$ cat src/rtl/div_unit_pkg.sv
`default_nettype none
// +-----------------------------------------------------------------------------
// | div_unit_pkg
// | Shared encodings for the EX-stage divider: FSM states, width and funct codes.
// | Revision: 1.0
// +-----------------------------------------------------------------------------
package div_unit_pkg;

  localparam int DATA_W_DEF = 32;

  localparam logic [5:0] EXE_DIV  = 6'b011010;
  localparam logic [5:0] EXE_DIVU = 6'b011011;

  typedef enum logic [1:0] {
    DIV_IDLE = 2'd0,
    DIV_BUSY = 2'd1,
    DIV_DONE = 2'd2
  } div_state_e;

endpackage : div_unit_pkg
`default_nettype wire

$ cat src/rtl/div_unit_if.sv
`default_nettype none
// +-----------------------------------------------------------------------------
// | div_unit_if
// | Request/result bundle between the EX-stage controller and the divider.
// | Revision: 1.0
// +-----------------------------------------------------------------------------
interface div_unit_if #(
  parameter int DATA_W = div_unit_pkg::DATA_W_DEF
) ();

  logic              start;
  logic              is_signed;
  logic [DATA_W-1:0] opa;
  logic [DATA_W-1:0] opb;
  logic              cancel;
  logic              stall;
  logic              ready;
  logic [DATA_W-1:0] hi;
  logic [DATA_W-1:0] lo;

  modport master (
    output start, is_signed, opa, opb, cancel,
    input  stall, ready, hi, lo
  );

  modport slave (
    input  start, is_signed, opa, opb, cancel,
    output stall, ready, hi, lo
  );

endinterface : div_unit_if
`default_nettype wire

$ cat src/rtl/div_unit_step.sv
`default_nettype none
// +-----------------------------------------------------------------------------
// | div_step
// | One combinational radix-2 restoring division step.
// | Revision: 1.0
// +-----------------------------------------------------------------------------
module div_step #(
  parameter int DATA_W = 32
) (
  input  wire logic [DATA_W-1:0] i_rem,
  input  wire logic [DATA_W-1:0] i_q,
  input  wire logic [DATA_W-1:0] i_divisor,
  output logic      [DATA_W-1:0] o_rem,
  output logic      [DATA_W-1:0] o_q
);

  logic [DATA_W:0] w_shift;
  logic [DATA_W:0] w_diff;
  logic            w_fits;

  // The running remainder is always below the divisor, so the shifted value fits
  // in DATA_W+1 bits and the top bit of the difference is exactly the borrow.
  assign w_shift = {i_rem, i_q[DATA_W-1]};
  assign w_diff  = w_shift - {1'b0, i_divisor};
  assign w_fits  = ~w_diff[DATA_W];

  assign o_rem = w_fits ? w_diff[DATA_W-1:0] : w_shift[DATA_W-1:0];
  assign o_q   = {i_q[DATA_W-2:0], w_fits};

endmodule : div_step
`default_nettype wire

$ cat src/rtl/div_unit.sv
`default_nettype none
// +-----------------------------------------------------------------------------
// | div_unit
// | Multi-cycle signed/unsigned restoring divider; stalls EX until HI/LO ready.
// | Revision: 1.0
// +-----------------------------------------------------------------------------
module div_unit
  import div_unit_pkg::*;
#(
  parameter int DATA_W = DATA_W_DEF
) (
  input wire logic  clk,
  input wire logic  resetn,
  div_unit_if.slave bus
);

  localparam int               c_CNT_W = $clog2(DATA_W) + 1;
  localparam logic [c_CNT_W-1:0] c_LAST = c_CNT_W'(DATA_W - 1);

  div_state_e         r_state;
  div_state_e         w_state_nxt;
  logic [c_CNT_W-1:0] r_cnt;
  logic [DATA_W-1:0]  r_rem;
  logic [DATA_W-1:0]  r_q;
  logic [DATA_W-1:0]  r_div;
  logic [DATA_W-1:0]  r_raw_a;
  logic [DATA_W-1:0]  r_hi;
  logic [DATA_W-1:0]  r_lo;
  logic               r_sign_q;
  logic               r_sign_r;
  logic               r_dbz;

  logic               w_sa;
  logic               w_sb;
  logic               w_accept;
  logic               w_last;
  logic [DATA_W-1:0]  w_rem_nxt;
  logic [DATA_W-1:0]  w_q_nxt;
  logic [DATA_W-1:0]  w_res_hi;
  logic [DATA_W-1:0]  w_res_lo;

  assign w_sa     = bus.is_signed & bus.opa[DATA_W-1];
  assign w_sb     = bus.is_signed & bus.opb[DATA_W-1];
  assign w_accept = (r_state == DIV_IDLE) & bus.start & ~bus.cancel;
  assign w_last   = (r_state == DIV_BUSY) & (r_cnt == c_LAST) & ~bus.cancel;

  div_step #(.DATA_W(DATA_W)) u_step (
    .i_rem     (r_rem),
    .i_q       (r_q),
    .i_divisor (r_div),
    .o_rem     (w_rem_nxt),
    .o_q       (w_q_nxt)
  );

  // Result is formed from the final step so hi/lo are already valid in DONE.
  assign w_res_lo = r_dbz ? '1      : (r_sign_q ? -w_q_nxt   : w_q_nxt);
  assign w_res_hi = r_dbz ? r_raw_a : (r_sign_r ? -w_rem_nxt : w_rem_nxt);

  always_ff @(posedge clk) begin
    if (!resetn) begin
      r_state <= DIV_IDLE;
    end else begin
      r_state <= w_state_nxt;
    end
  end

  always_comb begin
    w_state_nxt = r_state;
    bus.ready   = 1'b0;
    bus.stall   = w_accept | (r_state == DIV_BUSY);
    case (r_state)
      DIV_IDLE: if (bus.start)      w_state_nxt = DIV_BUSY;
      DIV_BUSY: if (r_cnt == c_LAST) w_state_nxt = DIV_DONE;
      DIV_DONE: begin
        bus.ready   = ~bus.cancel;
        w_state_nxt = DIV_IDLE;
      end
      default:  w_state_nxt = DIV_IDLE;
    endcase
    if (bus.cancel) w_state_nxt = DIV_IDLE;
  end

  always_ff @(posedge clk) begin
    if (!resetn) begin
      r_cnt    <= '0;
      r_rem    <= '0;
      r_q      <= '0;
      r_div    <= '0;
      r_raw_a  <= '0;
      r_sign_q <= 1'b0;
      r_sign_r <= 1'b0;
      r_dbz    <= 1'b0;
      r_hi     <= '0;
      r_lo     <= '0;
    end else begin
      if (w_accept) begin
        r_cnt    <= '0;
        r_rem    <= '0;
        r_q      <= w_sa ? -bus.opa : bus.opa;
        r_div    <= w_sb ? -bus.opb : bus.opb;
        r_raw_a  <= bus.opa;
        r_sign_q <= w_sa ^ w_sb;
        r_sign_r <= w_sa;
        r_dbz    <= (bus.opb == '0);
      end else if (r_state == DIV_BUSY) begin
        r_cnt <= r_cnt + 1'b1;
        r_rem <= w_rem_nxt;
        r_q   <= w_q_nxt;
      end
      if (w_last) begin
        r_hi <= w_res_hi;
        r_lo <= w_res_lo;
      end
    end
  end

  assign bus.hi = r_hi;
  assign bus.lo = r_lo;

endmodule : div_unit
`default_nettype wire
$ cat src/flat_wrapper.sv
// flat-port wrapper written by rule: the top's interface ports become plain ports
module div_unit_flat import div_unit_pkg::*;
#(
  parameter int DATA_W = DATA_W_DEF
)
  (clk, resetn, bus_start, bus_is_signed, bus_opa, bus_opb, bus_cancel, bus_stall, bus_ready, bus_hi, bus_lo);
  div_unit_if #(.DATA_W(DATA_W)) bus_i ();
  input wire logic clk;
  input wire logic resetn;
  input wire logic [$bits(bus_i.start)-1:0] bus_start;
  input wire logic [$bits(bus_i.is_signed)-1:0] bus_is_signed;
  input wire logic [$bits(bus_i.opa)-1:0] bus_opa;
  input wire logic [$bits(bus_i.opb)-1:0] bus_opb;
  input wire logic [$bits(bus_i.cancel)-1:0] bus_cancel;
  output wire logic [$bits(bus_i.stall)-1:0] bus_stall;
  output wire logic [$bits(bus_i.ready)-1:0] bus_ready;
  output wire logic [$bits(bus_i.hi)-1:0] bus_hi;
  output wire logic [$bits(bus_i.lo)-1:0] bus_lo;
  assign bus_i.start = bus_start;
  assign bus_i.is_signed = bus_is_signed;
  assign bus_i.opa = bus_opa;
  assign bus_i.opb = bus_opb;
  assign bus_i.cancel = bus_cancel;
  assign bus_stall = bus_i.stall;
  assign bus_ready = bus_i.ready;
  assign bus_hi = bus_i.hi;
  assign bus_lo = bus_i.lo;
  div_unit #(.DATA_W(DATA_W)) u_core (.clk(clk), .resetn(resetn), .bus(bus_i));
endmodule
$ cat config.mk
export PLATFORM = sky130hd
export DESIGN_NAME = div_unit_flat
export DESIGN_NICKNAME = d
export VERILOG_FILES = /design/src/rtl/div_unit_pkg.sv /design/src/rtl/div_unit_if.sv /design/src/rtl/div_unit_step.sv /design/src/rtl/div_unit.sv /design/src/flat_wrapper.sv
export SDC_FILE = /design/constraint.sdc
export NUM_CORES = 1
export LEC_CHECK = 0
export BUFFER_PORTS_ARGS = -buffer_cell sky130_fd_sc_hd__buf_2
export CAP_MARGIN = 20
export CELL_PAD_IN_SITES_DETAIL_PLACEMENT = 1
export CELL_PAD_IN_SITES_GLOBAL_PLACEMENT = 1
export CORE_ASPECT_RATIO = 0.7
export CORE_MARGIN = 5
export CORE_UTILIZATION = 40
export DETAILED_ROUTE_END_ITERATION = 6
export PLACE_DENSITY_LB_ADDON = 0.1
export SYNTH_ARGS = -nofsm -noshare
export SYNTH_HDL_FRONTEND = slang
export SYNTH_SLANG_ARGS = --single-unit
$ cat constraint.sdc
create_clock -name clk -period 10 [get_ports clk]
set_input_delay 1.5 -clock clk [delete_from_list [all_inputs] [get_ports clk]]
set_output_delay 1.5 -clock clk [all_outputs]
set_load 0.1 [all_outputs]
# Word-level counts from Yosys, hierarchy flattened
# Cells that the tools add are included.
[totals]
output_inout_bits = 66
reg_bits = 203
input_bits = 69
word_cells = 52
[op_classes]
muxes = 13
reduce_logical = 6
eq_ne = 5
add_sub_neg = 6
n_bitwise = 11
[op_table]
columns = ["cell", "count"]
rows = [
  ["$mux 32", 9],
  ["$neg 32->32", 4],
  ["$sub 33x32->33", 1],
  ["$logic_not 32->1", 1],
  ["$add 6x1->6 const B", 1],
  ["$and 1x1->1", 6],
  ["$eq 6x5->1 const B", 1],
  ["$mux 2", 2],
  ["$ne 2x2->1 const B", 2],
  ["$pmux 2 s2", 1],
  ["$reduce_or 2->1", 2],
  ["$not 1->1", 3],
  ["$eq 2x1->1 const B", 1],
  ["$eq 2x2->1 const B", 1],
  ["$logic_not 2->1", 1],
  ["$reduce_and 2->1", 1],
  ["$reduce_bool 2->1", 1],
  ["$mux 1", 1],
  ["$or 1x1->1", 1],
  ["$xor 1x1->1", 1],
]

# Depth between registers and ports, before layout
# Gate-level depths: netlist of the first run.
[depth]
depth_word = 5
depth_mapped = 23
ltp_nobuf = 20

# Cells and area by module
# A second synthesis of the first run with hierarchy kept.
[hier_totals]
hier_cells = 1676
area_unflattened_um2 = 13031.2
[by_module_without_submodules]
columns = ["mod", "n_inst", "area_per_inst_um2", "seq_area_each_um2", "cells_per_inst"]
rows = [
  ["div_unit", 1, 10535.1, 4063.9, 1333],
  ["div_step", 1, 2496.1, 0.0, 343],
]

# Worst setup path before layout of the first run
# Ideal clock, no wire load.
[synth_path]
kind = "register to register"
start = "reg u_core.r_q[31]"
end = "reg u_core.r_hi[24], in the netlist u_core.bus.hi[24]"
arrival_time_ns = 4.621
path_slack_ns = 5.248
synth_period_minus_slack_ns = 4.752
stages_incl_launch_ff = 23
t_required_ns = 9.869
setup_time_ns = 0.131
n_path_buf = 3
path_cell_list = "dfxtp_1 inv_1 ha_1 inv_1 fa_1 a211o_1 a211oi_1 o31a_2 a21boi_4 mux2i_4 nor2_1 inv_1 buf_2 buf_2 buf_2 a21oi_1 ha_1 nand3_1 o31a_1 or2_0 o41ai_2 xnor2_1 o22ai_1"
[synth_via]
elab_chain_len = 5
[synth_rtl]
columns = ["element", "line", "source"]
rows = [
  ["start: declaration", "div_unit.sv:24", "logic [DATA_W-1:0] r_q;"],
  ["start signal: assignment", "div_unit.sv:99", "r_q <= w_sa ? -bus.opa : bus.opa;"],
  ["start signal: assignment", "div_unit.sv:108", "r_q <= w_q_nxt;"],
  ["$sub 33x32->33", "div_unit_step.sv:24", "assign w_diff = w_shift - {1'b0, i_divisor};"],
  ["$mux 32 (*)", "div_unit_step.sv:27", "assign o_rem = w_fits ? w_diff[DATA_W-1:0] : w_shift[DATA_W-1:0];"],
  ["$neg 32->32", "div_unit.sv:57", "assign w_res_hi = r_dbz ? r_raw_a : (r_sign_r ? -w_rem_nxt : w_rem_nxt);"],
  ["$mux 32 (*) (2 in series)", "div_unit.sv:57", ""],
  ["end signal: assignment", "div_unit.sv:111", "r_hi <= w_res_hi;"],
  ["end: declaration", "div_unit.sv:27", "logic [DATA_W-1:0] r_hi;"],
]
# Every way passes the cells marked *; elsewhere a longest branch is shown, timed or not.
# A chain may end at the register's enable or synchronous reset.

# Worst setup path in the final report of the first run
# Ends and elaborated chain as after synthesis.

==> results of run 1 <==
==> cells in the final DEF, fill, tap and decap left out, types with 26 or more instances in the layout <==
cell type / Yosys / routed
nand2_1: 240 / 239
dfxtp_1: 203 / 203
nor2_1: 178 / 175
a21oi_1: 164 / 164
buf_2: 11 / 134
o21ai_0: 122 / 122
xor2_1: 68 / 68
a211oi_1: 58 / 58
xnor2_1: 55 / 55
inv_1: 54 / 54
nor3_1: 45 / 45
ha_1: 37 / 37
nand3_1: 36 / 36
o31ai_1: 29 / 29
or3_1: 26 / 26
==> report_power, final <==
part	internal [W]	leakage, nW	total (W)	switching [W]
Combinational	0.000277	3.73	0.000835	0.000558
Sequential	0.000841	1.65	0.000882	0.0000411
Clock	0.000587	0.424	0.000980	0.000393
Total	0.00171	5.81	0.00270	0.000992
==> critical path, cell delays in order, from the launching register on <==
cell and delay [ps]:
dfxtp_1 350, inv_1 90, ha_1 170, inv_1 60, fa_1 430, a211o_1 320
a211oi_1 330, o31a_2 330, a21boi_4 110, mux2i_4 460, nor2_4 70, inv_1 230
buf_4 400, nor2_1 70, a21oi_1 280, ha_1 370, nand3_1 150, o31a_1 360
or2_0 290, o41ai_2 390, xnor2_1 170, o22ai_1 100
==> stage by stage <==
step	util	cell area (um^2)	power, W
6_report	0.4610	14940	0.002697
5_1_grt	0.4610	14940	0.002809
4_1_cts	0.4610	14940	0.002688
3_5_place_dp	0.4343	14080	0.001709
3_3_place_gp	0.4343	14080	0.001699
2_1_floorplan	-	13160	0.001448
==> how the worst min path moves through the flow <==
stage	slack (ps)	cells after the start	to	from
2_1_floorplan	430	2	u_core.r_raw_a[16]	u_core.r_raw_a[16]
3_3_place_gp	440	2	u_core.r_sign_q	u_core.r_sign_q
3_5_place_dp	450	2	u_core.r_raw_a[21]	u_core.r_raw_a[21]
4_1_cts	460	2	u_core.r_raw_a[21]	u_core.r_raw_a[21]
5_1_grt	480	2	u_core.r_raw_a[31]	u_core.r_raw_a[31]
6_report	460	2	u_core.r_raw_a[21]	u_core.r_raw_a[21]
==> layer usage <==
layer	up-vias	wire, um	GRT usage
li1	6457	-	-
met2	463	20380	0.3694
met5	-	0	0
met1	6822	27670	0.4605
met4	0	834	0.04646
met3	55	5119	0.07859
==> state kept, by name (all words and copies together), names as in the netlist <==
name	count
u_core.r_rem	32
u_core.bus.lo	32
u_core.r_raw_a	32
u_core.r_state	2
u_core.r_div	32
u_core.bus.hi	32
u_core.r_q	32
u_core.r_sign_r	1
u_core.r_dbz	1
u_core.r_cnt	6
u_core.r_sign_q	1
==> logic make-up (layout without fill, tap and decap cells) <==
logic type | Yosys count | in the layout | synth area share
fa+ha+maj | 38 | 38 | 0.03670
xor+xnor | 123 | 123 | 0.08187
flops | 203 | 203 | 0.3088
simple gates | 636 | 636 | 0.2211
mux | 31 | 31 | 0.02501
buf+inv | 173 | 253 | 0.05182
compound gates | 551 | 551 | 0.2747
==> cell type report <==
class / count / area, um^2
fill: 4035 / 17470
inverter: 55 / 207.7
clock inverter: 14 / 188.9
tap: 427 / 534.3
multi-input combinational: 1379 / 8457
timing repair buffer: 153 / 813.3
sequential: 203 / 4064
clock buffer: 31 / 678.2
==> metrics, run 1 <==
status=complete, no violations; Worst slew margin=0.2915; Synth area leaders=dfxtp_1 31%, nand2_1 6.8%, a21oi_1 6.2%; top_reg_cell synth=dfxtp_1; Arr. time, crit path=6090 ps; TritonCTS clock tree=done; clock skew=24.69 ps; Avg WL per Cell=23.87 um; fin crit share=0.5692; Post-Synthesis Cells=1,755; Final setup viols=0; Slew Viols, Final=0; layout cells sized above 1=0.1308; initial antenna violation count=2; IO Count=135; Final Hold Viols=0; Residual DRC=0; DRT Pass-1 Iters=5; syn nets=1,862; final layout net count=1,924; Pleak=5.807 nW; Critical path origin=u_core.r_q[31]; Post-Syn Area per Cell=7.498 um^2; vias in the first global route=13,110; CP endpoint kind=flip-flop; Global Route Usage Sum=0.2841; RSZ-0062 raised after global routing=false; clk sinks=203; area leader, netlist=dfxtp_1; post-synthesis cell area=13,160 um^2; RR Startpoint=u_core.r_q[31]; Synthesis Warnings=0; worst-path fanout max=32; most frequent cell after synthesis=nand2_1; Crit Path Category=reg2reg; Area growth syn-to-layout=13.56%; Placement Setup Slack=4397 ps; Port Buffers=134; hold crit path type=reg2reg; die area=36,680 um^2; #FFs+latches synth=203; dpl cells=2,217; largest net degree at the start of global routing=77; Total Wirelength=54,000 um; clock root cell=clkbuf_16; H-tree lvl count=1; Seq/Total Area, Yosys=0.3088; EDFF count, synth=0; reg2reg path depth=21; worst setup margin=4308 ps; Tmin final=5692 ps; Iter 0 DRT Violations=1,179; setup tns final=0 ps; CTS resizes=0; total gr overflow=0; Max IR drop VDD=116.3 uV; diode count=0; Synth top cells by count=240 x nand2_1, 203 x dfxtp_1, 178 x nor2_1, 164 x a21oi_1, 122 x o21ai_0; ys async rst share=0; Die Y=161.8 um; Initial Util=0.4060; Worst Hold Slack=456.2 ps; GP Congestion=0.9599; post-cts hold buffer count=0; core area=32,410 um^2; Post-DRT Antenna Nets=0; Die X=226.8 um; Critical R2R Capture=u_core.bus.hi[24]; first-pass GRT wire length=82,070 um; Yosys top cell area share=0.3088; # rows=55; CP required=10,400 ps; Power per Cell Area=180.5 nW/um^2; Max Cap Violations=0; Worst-path clk slew=60 ps; synth unique cells=85; Clk Latency, worst-skew pair=550 ps; fmax=0.1757 GHz; post-DP HPWL=41,040 um; Worst Setup EP=u_core.bus.hi[24]; number of setup buffers added after CTS=0; Via density=6.099; final non-filler cell total=2,262; launching element type of the critical path=flip-flop; TritonCTS Buffers=25; Tightest Pin Transition=1048 ps; Vias=13,800; worst reg2reg setup slack=4310 ps; Max clock buf depth=3
Power figures use the tool's default switching activity.
==> run 2: changes to the inputs <==
--- a/config.mk
+++ b/config.mk
@@ -5,6 +5,7 @@
 export SDC_FILE = /design/constraint.sdc
 export NUM_CORES = 1
 export LEC_CHECK = 0
+export ABC_AREA = 1
 export BUFFER_PORTS_ARGS = -buffer_cell sky130_fd_sc_hd__buf_2
 export CAP_MARGIN = 20
 export CELL_PAD_IN_SITES_DETAIL_PLACEMENT = 1
==> constraint.sdc (replaced) <==
create_clock -name clk -period 5.85 [get_ports clk]
set_input_delay 0.8775 -clock clk [delete_from_list [all_inputs] [get_ports clk]]
set_output_delay 0.8775 -clock clk [all_outputs]
set_load 0.1 [all_outputs]
==> run 2 against run 1 <==
  * Global-route usage rose by 1.1 points
  * First-iteration DRC count increased by 11%
  * Worst setup slack got worse by 3400 ps
  * Non-clock buffer count decreased by 1
  * Clock skew is 1.8 ps higher
  * Final area rose by 6.5%
  * Largest cell class unchanged
  * Largest power group is now combinational cells
==> metrics, run 2 <==
Yosys top cell area share=0.2881; Die Y=167.1 um; Avg WL per Cell=20.66 um; die area=39,180 um^2; multi-input logic area=8158 um^2; Post-Syn Area per Cell=6.222 um^2; Tightest Pin Transition=994.2 ps; synth unique cells=59; Placement Setup Slack=1005 ps; EDFF count, synth=0; ys async rst share=0; Tmin final=4940 ps; Residual DRC=0; Initial Util=0.4061; setup tns final=0 ps; TritonCTS Buffers=24; slowest cell on the critical path=fa_1; Synthesis Warnings=0; number of setup buffers added after CTS=0; CP endpoint kind=flip-flop; initial antenna violation count=7; area leader, netlist=dfxtp_1; Pleak=8.066 nW; Max IR drop VDD=188.2 uV; Worst-path clk slew=60 ps; fmax=0.2024 GHz; largest net degree at the start of global routing=70; Port Buffers=134; GP Congestion=0.9393; WL met3=5427 um; most frequent cell after synthesis=nand2_1; Post-DRT Antenna Nets=0; Vias=15,600; clock root cell=clkbuf_16; RSZ-0062 raised after global routing=false; total area of sequential cells=4064 um^2; Area growth syn-to-layout=12.80%; total gr overflow=0; Final setup viols=0; max layer used=met5; TritonCTS clock tree=done; Iter 0 DRT Violations=1,307; clock skew=26.51 ps; Worst slew margin=0.3365; # rows=57; Global Route Usage Sum=0.2955; H-tree lvl count=1; top_reg_cell synth=dfxtp_1; Final Hold Viols=0; layout cells sized above 1=0.1110; Arr. time, crit path=5370 ps; CTS resizes=0; post-synthesis cell area=14,110 um^2; IO Count=135; Total Wirelength=58,760 um; Slew Viols, Final=0; launching element type of the critical path=flip-flop; clk sinks=203; DRT Pass-1 Iters=7; CP required=6280 ps; routed wl met2=23,230 um; Max clock buf depth=3; final layout net count=2,461; vias in the first global route=15,650; Max Cap Violations=0; most frequent cells in the layout=588 x nand2_1, 388 x inv_1, 203 x dfxtp_1, 174 x a21oi_1, 163 x nor2_1; Metal-1 WL=29,090 um; Seq/Total Area, Yosys=0.2881; CP dominant cell by count=nand2_1; Via density=5.487; Power per Cell Area=296.4 nW/um^2; #FFs+latches synth=203; post-DP HPWL=46,010 um; worst-path fanout max=9; Crit Path Category=reg2reg; post-cts hold buffer count=0; delay of the slowest cell on the worst path=430 ps; hold crit path type=reg2reg; Post-Synthesis Cells=2,267; fin crit share=0.8445; core area=34,730 um^2; Synth top cells by count=588 x nand2_1, 389 x inv_1, 203 x dfxtp_1, 174 x a21oi_1, 164 x nor2_1; Die X=234.5 um; worst setup margin=909.8 ps; commonest non-fill, non-tap cell in the layout=nand2_1; status=complete, no violations; filler cell count=4,805; Synth area leaders=dfxtp_1 29%, nand2_1 16%, inv_1 10%; syn nets=2,374; first-pass GRT wire length=91,290 um; Clk Latency, worst-skew pair=550 ps
==> run 2: cell types whose count changed after synthesis, sizes merged, moves of 28 or more <==
cell / change
nand2: +381
inv: +335
nand3: +78
a211oi: -39
xnor2: -35
xor2: -30
o31ai: -28
==> run 2: cell families after synthesis <==
| logic type | after synthesis | synth area share |
|---|---|---|
| AO/OA/AOI/OAI | 471 | 0.1966 |
| XOR/XNOR | 58 | 0.03601 |
| adder cells (fa/ha/maj) | 38 | 0.03424 |
| buffers and inverters | 486 | 0.1345 |
| flip-flops | 203 | 0.2881 |
| AND/OR/NAND/NOR | 1011 | 0.3106 |
==> run 2: worst max-delay path, delay by kind of cell (launching register included) <==
kind	cells	cell delay (ps)
buf+inv	3	190
fa+ha+maj	3	750
flops	1	310
compound gates	6	970
simple gates	17	2600
==> run 2: final cells by class <==
type / instances / area share
inverter: 395 / 0.09318
clock buffer: 35 / 0.04545
multi-input combinational: 1578 / 0.5127
timing repair buffer: 152 / 0.05190
antenna: 3 / 0.0004718
tap: 472 / 0.03712
sequential: 203 / 0.2554
clock inverter: 6 / 0.003774
==> run 2: final timing paths <==
path | start | end | slack, ps | cells after the start
worst max-delay path | u_core.r_q[31] | u_core.bus.lo[30] | 910 | 29
worst min-delay path | u_core.bus.hi[26] | u_core.bus.hi[26] | 460 | 2
worst max register to register | u_core.r_q[31] | u_core.bus.lo[30] | 910 | 29
worst min register to register | u_core.bus.hi[26] | u_core.bus.hi[26] | 460 | 2
==> run 2: power breakdown <==
group	internal, W	leakage [nW]	switching (W)
logic	0.000467	6.03	0.00121
registers	0.00144	1.66	0.0000489
clock network	0.000896	0.382	0.000646
total	0.00281	8.07	0.00191
==> run 2: per-layer routing <==
| layer | vias to the layer above | track usage |
|---|---|---|
| li1 | 7489 | - |
| met1 | 7579 | 0.4534 |
| met2 | 470 | 0.4149 |
| met3 | 64 | 0.07871 |
| met4 | 2 | 0.05251 |
| met5 | - | 0.02125 |
==> run 2: stage by stage <==
stage / instance area (um^2) / total power, W / std cells / util / hold slack [ps]
final: 15910 / 0.004716 / 2844 / 0.4581 / 459.5
after global routing: 15910 / 0.004981 / 2842 / 0.4580 / 495.4
after CTS: 15880 / 0.004702 / 2840 / 0.4571 / 465.1
after detailed placement: 15090 / 0.003158 / 2799 / 0.4346 / 455.8
after global placement: 15090 / 0.003118 / 2799 / 0.4346 / 442.6
after floorplan: 14110 / 0.002667 / 2267 / - / 426.7
==> run 3: changes to the inputs <==
--- a/config.mk
+++ b/config.mk
@@ -5,7 +5,7 @@
 export SDC_FILE = /design/constraint.sdc
 export NUM_CORES = 1
 export LEC_CHECK = 0
-export ABC_AREA = 1
+export ABC_AREA = 0
 export BUFFER_PORTS_ARGS = -buffer_cell sky130_fd_sc_hd__buf_2
 export CAP_MARGIN = 20
 export CELL_PAD_IN_SITES_DETAIL_PLACEMENT = 1
==> constraint.sdc (replaced) <==
create_clock -name clk -period 4.7 [get_ports clk]
set_input_delay 0.705 -clock clk [delete_from_list [all_inputs] [get_ports clk]]
set_output_delay 0.705 -clock clk [all_outputs]
set_load 0.1 [all_outputs]
==> run 3 against run 2 <==
  * Die area shrank 6.4%
  * Highest routed layer is now met4
  * Sequential share of layout area up 1.2 points
  * First-iteration DRC count rose by 8.1%
  * Critical path depth decreased by 9
  * Global-route usage fell by 0.62 points
==> metrics, run 3 (same netlist as run 1, synthesis figures left out) <==
slowest cell on the critical path=or3_1; TritonCTS clock tree=done; Iter 0 DRT Violations=1,413; Die X=226.8 um; NetSw=0.002089 W; most frequent cells in the layout=239 x nand2_1, 203 x dfxtp_1, 174 x nor2_1, 163 x a21oi_1, 134 x buf_2; Arr. time, crit path=5020 ps; Slew Viols, Final=0; final instance area=15,230 um^2; worst-path fanout max=5; Die Y=161.8 um; largest net degree at the start of global routing=82; Via density=6.093; Max Cap Violations=0; # rows=55; launching element type of the critical path=flip-flop; CP endpoint kind=flip-flop; die area=36,680 um^2; Power per Cell Area=374.0 nW/um^2; post-DP HPWL=41,400 um; fin crit share=0.9692; core area=32,410 um^2; switching share of power=0.3667; Residual DRC=0; clock root cell=clkbuf_16; diode count=0; Port Buffers=134; Overall Power=0.005695 W; vias in the first global route=13,510; Worst-path clk slew=60 ps; Max IR drop VDD=290.3 uV; clk sinks=203; Flop pwr share=0.329; layout cells sized above 1=0.1487; TritonCTS Buffers=24; final layout net count=1,959; post-cts hold buffer count=0; CP cell instances=inv_1, ha_1, inv_1, fa_1, a211o_1, a211oi_2, o31a_2, a21boi_4, mux2i_4, nor2_4, inv_2, ha_1, nand3_1, or3_1, nand2b_1, o41ai_1, buf_4, nand2_1, xnor2_1, a21oi_1; Global Route Usage Sum=0.2893; Clk pwr share=0.342; CP required=5170 ps; status=complete, no violations; Post-DRT Antenna Nets=0; DP Area=14,330 um^2; clock skew=21.93 ps; Max clock buf depth=3; Pleak=5.961 nW; IO Count=135; Tightest Pin Transition=952.6 ps; first-pass GRT wire length=83,570 um; Clk Latency, worst-skew pair=540 ps; Final Hold Viols=0; hold crit path type=in2reg; Internal Power=0.003606 W; Avg WL per Cell=23.94 um; DRT Pass-1 Iters=5; Area growth syn-to-layout=15.71%; Final setup viols=0; initial antenna violation count=4; Worst slew margin=0.3593; Crit Path Category=reg2reg; Initial Util=0.4060; Total Wirelength=54,970 um; total gr overflow=0; delay of the slowest cell on the worst path=460 ps; Vias=13,990; Gate power share=0.329; fmax=0.2195 GHz; commonest non-fill, non-tap cell in the layout=nand2_1; GP Congestion=0.9558; Tmin final=4555 ps; H-tree lvl count=1
==> run 3: changes by cell type in the layout (fill, tap and decap cells not counted), sizes merged, moves of 26 or more <==
cell | previous run | this run
nand2 | 621 | 240
inv | 391 | 54
nand3 | 114 | 36
a211oi | 19 | 58
buf | 152 | 189
xnor2 | 20 | 55
xor2 | 38 | 68
o31ai | 3 | 31
o21ai | 153 | 126
mux2i | 0 | 26
or3 | 2 | 28
==> run 3: layer usage <==
metal	up-vias	share of wire	track usage
li1	6529	-	-
met1	6885	0.50	0.4680
met2	525	0.39	0.3940
met3	50	0.097	0.06468
met4	0	0.012	0.03717
met5	-	0	0
==> run 3: worst paths after layout <==
path | start | end | slack [ps] | depth (start not counted)
worst max-delay path | u_core.r_q[31] | u_core.bus.lo[30] | 140 | 20
worst min-delay path | bus_cancel | u_core.r_state[0] | 400 | 2
worst max register to register | u_core.r_q[31] | u_core.bus.lo[30] | 140 | 20
worst min register to register | u_core.r_raw_a[23] | u_core.r_raw_a[23] | 450 | 2
==> run 3: area by class of cell <==
| cell class | count | area, um^2 |
|---|---|---|
| clock buffer | 34 | 699.4 |
| clock inverter | 9 | 103.9 |
| fill | 4072 | 17190 |
| inverter | 55 | 207.7 |
| multi-input combinational | 1379 | 8501 |
| sequential | 203 | 4064 |
| tap | 427 | 534.3 |
| timing repair buffer | 189 | 1116 |
==> run 3: stage by stage <==
step | utilization | hold WS [ps] | setup WS, ps | instances | TNS (ps)
final | 0.4698 | 401.9 | 144.7 | 2296 | 0
after global routing | 0.4698 | 397.2 | -29.62 | 2296 | -49.79
after CTS | 0.4668 | 379.1 | 10.90 | 2291 | 0
after detailed placement | 0.4420 | 445.5 | 90.17 | 2248 | 0
after global placement | 0.4420 | 441.7 | 247.1 | 2248 | 0
after floorplan | - | 431.2 | 26.42 | 1755 | 0
==> run 3: what timing repair did <==
item                                   in CTS  in global routing
endpoints found under the hold margin       0                  0
setup buffers                               0                  4
setup endpoints to repair                   0                 10
resized for setup                           0                  7
==> run 3: power by group through the flow <==
| stage | Clock (W) | Combinational [W] | Sequential, W |
|---|---|---|---|
| global placement | 0 | 0.00176 | 0.00191 |
| detailed placement | 0 | 0.00179 | 0.00191 |
| finish | 0.00195 | 0.00187 | 0.00188 |
| floorplan | 0 | 0.00121 | 0.00187 |
| global route | 0.00206 | 0.00202 | 0.00188 |
| CTS | 0.00198 | 0.00180 | 0.00187 |
==> run 3: critical path, delay by kind of cell, from the launching register on <==
| family | cells | cell delay [ps] |
|---|---|---|
| flops | 1 | 310 |
| xor+xnor | 1 | 130 |
| compound gates | 6 | 1580 |
| mux | 1 | 210 |
| buf+inv | 4 | 450 |
| fa+ha+maj | 3 | 820 |
| simple gates | 5 | 960 |
